==> config.mk <==
export PLATFORM = sky130hd
export DESIGN_NAME = wb_stage
export DESIGN_NICKNAME = d
export VERILOG_FILES = /design/src/rtl/wb_pkg.sv /design/src/rtl/wb_stage_load_align.sv /design/src/rtl/wb_stage.sv
export SDC_FILE = /design/constraint.sdc
export NUM_CORES = 1
export LEC_CHECK = 0
export BUFFER_PORTS_ARGS = -buffer_cell sky130_fd_sc_hd__buf_2
export CORE_UTILIZATION = 35
export DETAILED_ROUTE_END_ITERATION = 6
export MAX_ROUTING_LAYER = met4
export REMOVE_ABC_BUFFERS = 1
export SETUP_SLACK_MARGIN = 0.2
export SYNTH_ARGS = -nofsm -noshare
export SYNTH_HDL_FRONTEND = slang
export SYNTH_HIERARCHICAL = 1
export SYNTH_SLANG_ARGS = --single-unit
export TNS_END_PERCENT = 20
==> constraint.sdc <==
create_clock -name clk -period 2.8 [get_ports clk]
set_clock_uncertainty 0.2 [all_clocks]
set_input_delay 0.56 -clock clk [delete_from_list [all_inputs] [get_ports clk]]
set_output_delay 0.56 -clock clk [all_outputs]
set_load 0.005 [all_outputs]
==> src/rtl/wb_pkg.sv <==
// Shared encodings and the WB pipeline-register entry type for the write-back stage.
`default_nettype none

package wb_pkg;

  localparam logic [1:0] RES_ALU  = 2'd0;
  localparam logic [1:0] RES_MEM  = 2'd1;
  localparam logic [1:0] RES_LINK = 2'd2;

  localparam logic [2:0] LD_W  = 3'd0;
  localparam logic [2:0] LD_B  = 3'd1;
  localparam logic [2:0] LD_BU = 3'd2;
  localparam logic [2:0] LD_H  = 3'd3;
  localparam logic [2:0] LD_HU = 3'd4;

  localparam logic [4:0] REG_ZERO = 5'd0;

  typedef struct packed {
    logic        reg_write;
    logic [4:0]  dest;
    logic [1:0]  res_src;
    logic [2:0]  load_type;
    logic [1:0]  byte_off;
    logic [31:0] alu_out;
    logic [31:0] rd_data;
    logic [31:0] link;
  } wb_entry_t;

endpackage

`default_nettype wire

==> src/rtl/wb_stage_load_align.sv <==
// load_align: little-endian sub-word extraction and sign/zero extension of a raw memory word.
`default_nettype none

module load_align
  import wb_pkg::*;
(
  input  logic [31:0] raw_word,
  input  logic [2:0]  load_type,
  input  logic [1:0]  byte_off,
  output logic [31:0] aligned
);

  logic [7:0]  byte_sel;
  logic [15:0] half_sel;

  always_comb begin
    byte_sel = raw_word[7:0];
    case (byte_off)
      2'd0: byte_sel = raw_word[7:0];
      2'd1: byte_sel = raw_word[15:8];
      2'd2: byte_sel = raw_word[23:16];
      2'd3: byte_sel = raw_word[31:24];
      default: byte_sel = raw_word[7:0];
    endcase
  end

  // Halfword position only depends on bit 1; misaligned bit 0 is ignored.
  assign half_sel = byte_off[1] ? raw_word[31:16] : raw_word[15:0];

  always_comb begin
    aligned = raw_word;
    case (load_type)
      LD_B:    aligned = {{24{byte_sel[7]}}, byte_sel};
      LD_BU:   aligned = {24'd0, byte_sel};
      LD_H:    aligned = {{16{half_sel[15]}}, half_sel};
      LD_HU:   aligned = {16'd0, half_sel};
      default: aligned = raw_word;
    endcase
  end

endmodule

`default_nettype wire

==> src/rtl/wb_stage.sv <==
// wb_stage: MEM/WB register, result select and register-file write port driver with retire counter.
// Optional same-cycle read bypass enabled by defining WB_BYPASS_EN.
`default_nettype none

module wb_stage
  import wb_pkg::*;
#(
  parameter int CNT_W = 32
) (
  input  logic             clk,
  input  logic             reset,
  input  logic             stall,
  input  logic             flush,
  input  logic             mem_valid,
  input  logic             mem_reg_write,
  input  logic [4:0]       mem_dest,
  input  logic [1:0]       mem_res_src,
  input  logic [2:0]       mem_load_type,
  input  logic [1:0]       mem_byte_off,
  input  logic [31:0]      mem_alu_out,
  input  logic [31:0]      mem_rd_data,
  input  logic [31:0]      mem_link,
`ifdef WB_BYPASS_EN
  input  logic [4:0]       rd_a1,
  input  logic [4:0]       rd_a2,
  input  logic [31:0]      rf_rd1,
  input  logic [31:0]      rf_rd2,
  output logic [31:0]      byp_rd1,
  output logic [31:0]      byp_rd2,
`endif
  output logic [4:0]       A3,
  output logic [31:0]      WD3,
  output logic             WE3,
  output logic [CNT_W-1:0] retired_cnt
);

  wb_entry_t  entry;
  logic       valid;
  logic       fresh;
  logic [31:0] load_data;

  // fresh marks the first cycle an entry sits here, so a stalled entry writes only once.
  always_ff @(posedge clk or negedge reset) begin
    if (!reset) begin
      entry <= '0;
      valid <= 1'b0;
      fresh <= 1'b0;
    end else if (flush) begin
      valid <= 1'b0;
      fresh <= 1'b0;
    end else if (stall) begin
      fresh <= 1'b0;
    end else begin
      entry.reg_write <= mem_reg_write;
      entry.dest      <= mem_dest;
      entry.res_src   <= mem_res_src;
      entry.load_type <= mem_load_type;
      entry.byte_off  <= mem_byte_off;
      entry.alu_out   <= mem_alu_out;
      entry.rd_data   <= mem_rd_data;
      entry.link      <= mem_link;
      valid           <= mem_valid;
      fresh           <= mem_valid;
    end
  end

  always_ff @(posedge clk or negedge reset) begin
    if (!reset) begin
      retired_cnt <= '0;
    end else if (valid && fresh) begin
      retired_cnt <= retired_cnt + {{(CNT_W-1){1'b0}}, 1'b1};
    end
  end

  load_align u_load_align (
    .raw_word  (entry.rd_data),
    .load_type (entry.load_type),
    .byte_off  (entry.byte_off),
    .aligned   (load_data)
  );

  always_comb begin
    WD3 = entry.alu_out;
    case (entry.res_src)
      RES_MEM:  WD3 = load_data;
      RES_LINK: WD3 = entry.link;
      default:  WD3 = entry.alu_out;
    endcase
  end

  assign A3  = entry.dest;
  assign WE3 = valid & fresh & entry.reg_write & (entry.dest != REG_ZERO);

`ifdef WB_BYPASS_EN
  // WE3 already excludes $0, so a read of register 0 never takes the bypass.
  assign byp_rd1 = (WE3 && (A3 == rd_a1)) ? WD3 : rf_rd1;
  assign byp_rd2 = (WE3 && (A3 == rd_a2)) ? WD3 : rf_rd2;
`endif

endmodule

`default_nettype wire
==> impl_results.md <==
* Maximum VDD drop at about 500 uV
* Mapped Area at 7200 um^2
* Synth-to-layout area growth at 31.4%
* Count leader, synth: dfrtp_1
* Critical path startpoint category: register
* Top cells by count, synth: dfrtp_1 (143), mux2_2 (108), nand2_1 (50)
* Pwr dens at slightly below 700 nW/um^2
* Register area share after synthesis at between 40% and 50%
* PnR Total Power at around 6.4 mW
* Chip Height at roughly 150 um
* Grt total ovfl at 0
* Final nets at approximately 900
* Fmax achieved at 0.320 GHz
* Die area at 21,100 um^2
* Clk slew on worst S/H paths at ~0.060 ns
* Endpoints failing hold at 0
* # DRC at 0
* Ports at 184
* Non-Filler Instances at around 1,100
* Critical Path RT at around 2 ns
* Worst path top cell family by delay: compound AO/OA/AOI/OAI gates
* Dpl cells at ~1,000
* Critical Path Fanout Max at 5
* EDFF count, synth at 0
* Row count at 52
* Final GP Congestion at about 0.85
* Kind of critical path: register to output port
* Initial antenna violation count at 5
* Core ar. at 20,200 um^2
* Post-synthesis cell count at 593
* Main combinational cell family by area after synthesis: multiplexers
* Final setup vio count at 32
* Latest clock arrival within the worst-skew pair at approximately 0.42 ns
* Post-DP HPWL at ~13 mm
* Via count of the first global-routing pass at about 5,600
* Top cell type's share of synthesized area at between 40 and 50%
* Initial core utilization at between 30 and 40%
* XOR/XNOR share of the synthesized area at just over 4%
* Total Routing Usage GR at between 10% and 20%
* Max_slew headroom at between 60% and 70%
* Largest cells by area after synthesis: dfrtp_1 (50%), mux2_2 (17%), a22oi_1 (3.4%), o21ai_0 (2.9%), nand2_1 (2.6%)
* CP max stage cell: mux4_2
* WP data arrival at approximately 2.4 ns
* Die Span X at between 100 and 150 um
* FILL cells at between 1,500 and 2,000
* 1st-pass router iterations at 4
* Max incr delay on CP at 0.60 ns
* Warnings, synthesis at 6
* Synth Area in Adders at less than 1%
* Util after Layout at a little under half
* Hold Path Class: primary input to register
* FF+latch count, synth at between 100 and 150
* Worst slew pin tran at approximately 0.6 ns
* Syn Area/Cell at approximately 12 um^2
* Synth Flop Type: dfrtp_1
* Sink Count at about 140
* Max cap viols at 0
* Ys async rst share at 100%
* Final worst slack at -0.330 ns
* Drt wl/cell at 17.6 um
* CTS Buffer Depth at 2
* Failing checks: setup timing
* Largest net degree at the start of global routing at 78
* 1st-iter DRT viols at around 240
* Share of layout cells above drive strength 1 at ~52%
* RSZ-0062 raised after global routing: yes
* TNS Setup at -8.53 ns
* Simple-gate area share of the yosys netlist at between 10% and 20%
* CTS tree: built
* Status: finished, violations left
* Via total after detailed routing at about 5,600
* Root buf cell: clkbuf_16
* CTS buffer count at 17
* Routed Antenna Nets at 0
* Yosys cell types at between 50 and 60
* Synth Area in Compound Gates at approximately an eighth
* Final Max Slew Viols at 0
* Most area-hungry cell type in the Yosys netlist: dfrtp_1
* CP most frequent cell: o21ai_1
* Worst path bufs/invs at 1
* H-tree depth at 4
* First-pass GRT wire length at about 31 mm
* Port bufs at 183
* Post-synthesis mux area share at about a fifth
* Final WL at about 19 mm
* Period Utilization, post-route at 112%
* Leakage at 4.42 nW
* Vias/cell at around 5
* CP endpoint kind: output port
* Post-layout min period at 3.13 ns
* Worst-path cell chain: mux4_2, nand4b_4, o21ai_1, a221o_1, a22oi_2, o21ai_1, buf_2
state kept, by name, indices dropped and copies added, names as in the netlist:
signal	cells
entry	104
retired_cnt	32
A3	5
fresh	1
valid	1
layer usage:
layer / GRT usage [%] / vias to the layer above / share of wire [%]
met5: - / - / 0
met4: 6.00 / 0 / 1.7
met3: 5.64 / 22 / 6.3
met2: 29.2 / 175 / 46
met1: 25.5 / 2746 / 46
li1: - / 2615 / -
per-stage QoR:
stage               area (um^2)  setup WS (ns)  hold WS [ns]
floorplan                  6960          -3.29        0.0644
global placement           8640         -0.171         0.186
detailed placement         8640         -0.168         0.185
CTS                        9380         -0.350         0.118
global route               9450         -0.417         0.138
finish                     9460         -0.330         0.136
worst register-to-register path, delay by kind of cell, from the launching register on:
family | cells | cell delay, ns
flip-flops | 1 | 0.48
XOR/XNOR | 1 | 0.15
AND/OR/NAND/NOR | 3 | 0.73
adder cells (fa/ha/maj) | 1 | 0.27
cell usage in the layout (no fill, tap or decap), drive strengths merged, types with 15 or more instances in the layout:
master,instances
xor2,18
clkbuf,23
xnor2,15
mux2,108
a22oi,33
nand2,50
a21o,17
dfrtp,143
o21ai,42
buf,224
kinds of logic after synthesis:
| group | after synthesis |
|---|---|
| flops | 143 |
| simple gates | 126 |
| compound gates | 120 |
| mux | 118 |
| buf+inv | 50 |
| xor+xnor | 33 |
| fa+ha+maj | 3 |
power breakdown:
part           switching (mW)  leakage (nW)  total, mW  internal, mW
Combinational           0.787          2.40       1.66         0.869
Sequential              0.204          1.75       2.52          2.32
Clock                   0.887         0.271       2.20          1.31
Total                    1.88          4.42       6.38          4.50
path summary, 6_finish.rpt:
check                           slack [ns]              end  cells past startpoint            start
worst max-delay path                 -0.33          WD3[13]                      7        entry[97]
worst min-delay path                  0.14            valid                      2            flush
worst max register to register        0.89  retired_cnt[22]                      5   retired_cnt[0]
worst min register to register        0.28  retired_cnt[31]                      1  retired_cnt[31]
max in group asynchronous             1.44            valid                      3            reset
min in group asynchronous             0.31        entry[84]                      2            reset
area by class of cell:
class / instances / area [um^2] / share of cell area (%)
Antenna cell: 6 / 15.0 / 0.159
Clock buffer: 23 / 488 / 5.16
Clock inverter: 9 / 83.8 / 0.886
Inverter: 5 / 18.8 / 0.198
Multi-Input combinational cell: 402 / 3570 / 37.7
Sequential cell: 143 / 3580 / 37.9
Tap cell: 270 / 338 / 3.57
Timing Repair Buffer: 225 / 1360 / 14.4
repair_timing:
action | in CTS | in global routing
endpoints found under the setup margin | 32 | 32
endpoints found under the hold margin | 9 | 0
gates cloned | 2 | 0
hold buffers | 1 | 0
setup buffers | 1 | 1
gates resized for setup | 62 | 12
pin swaps | 31 | 9
(Power assumes the default switching activity.)
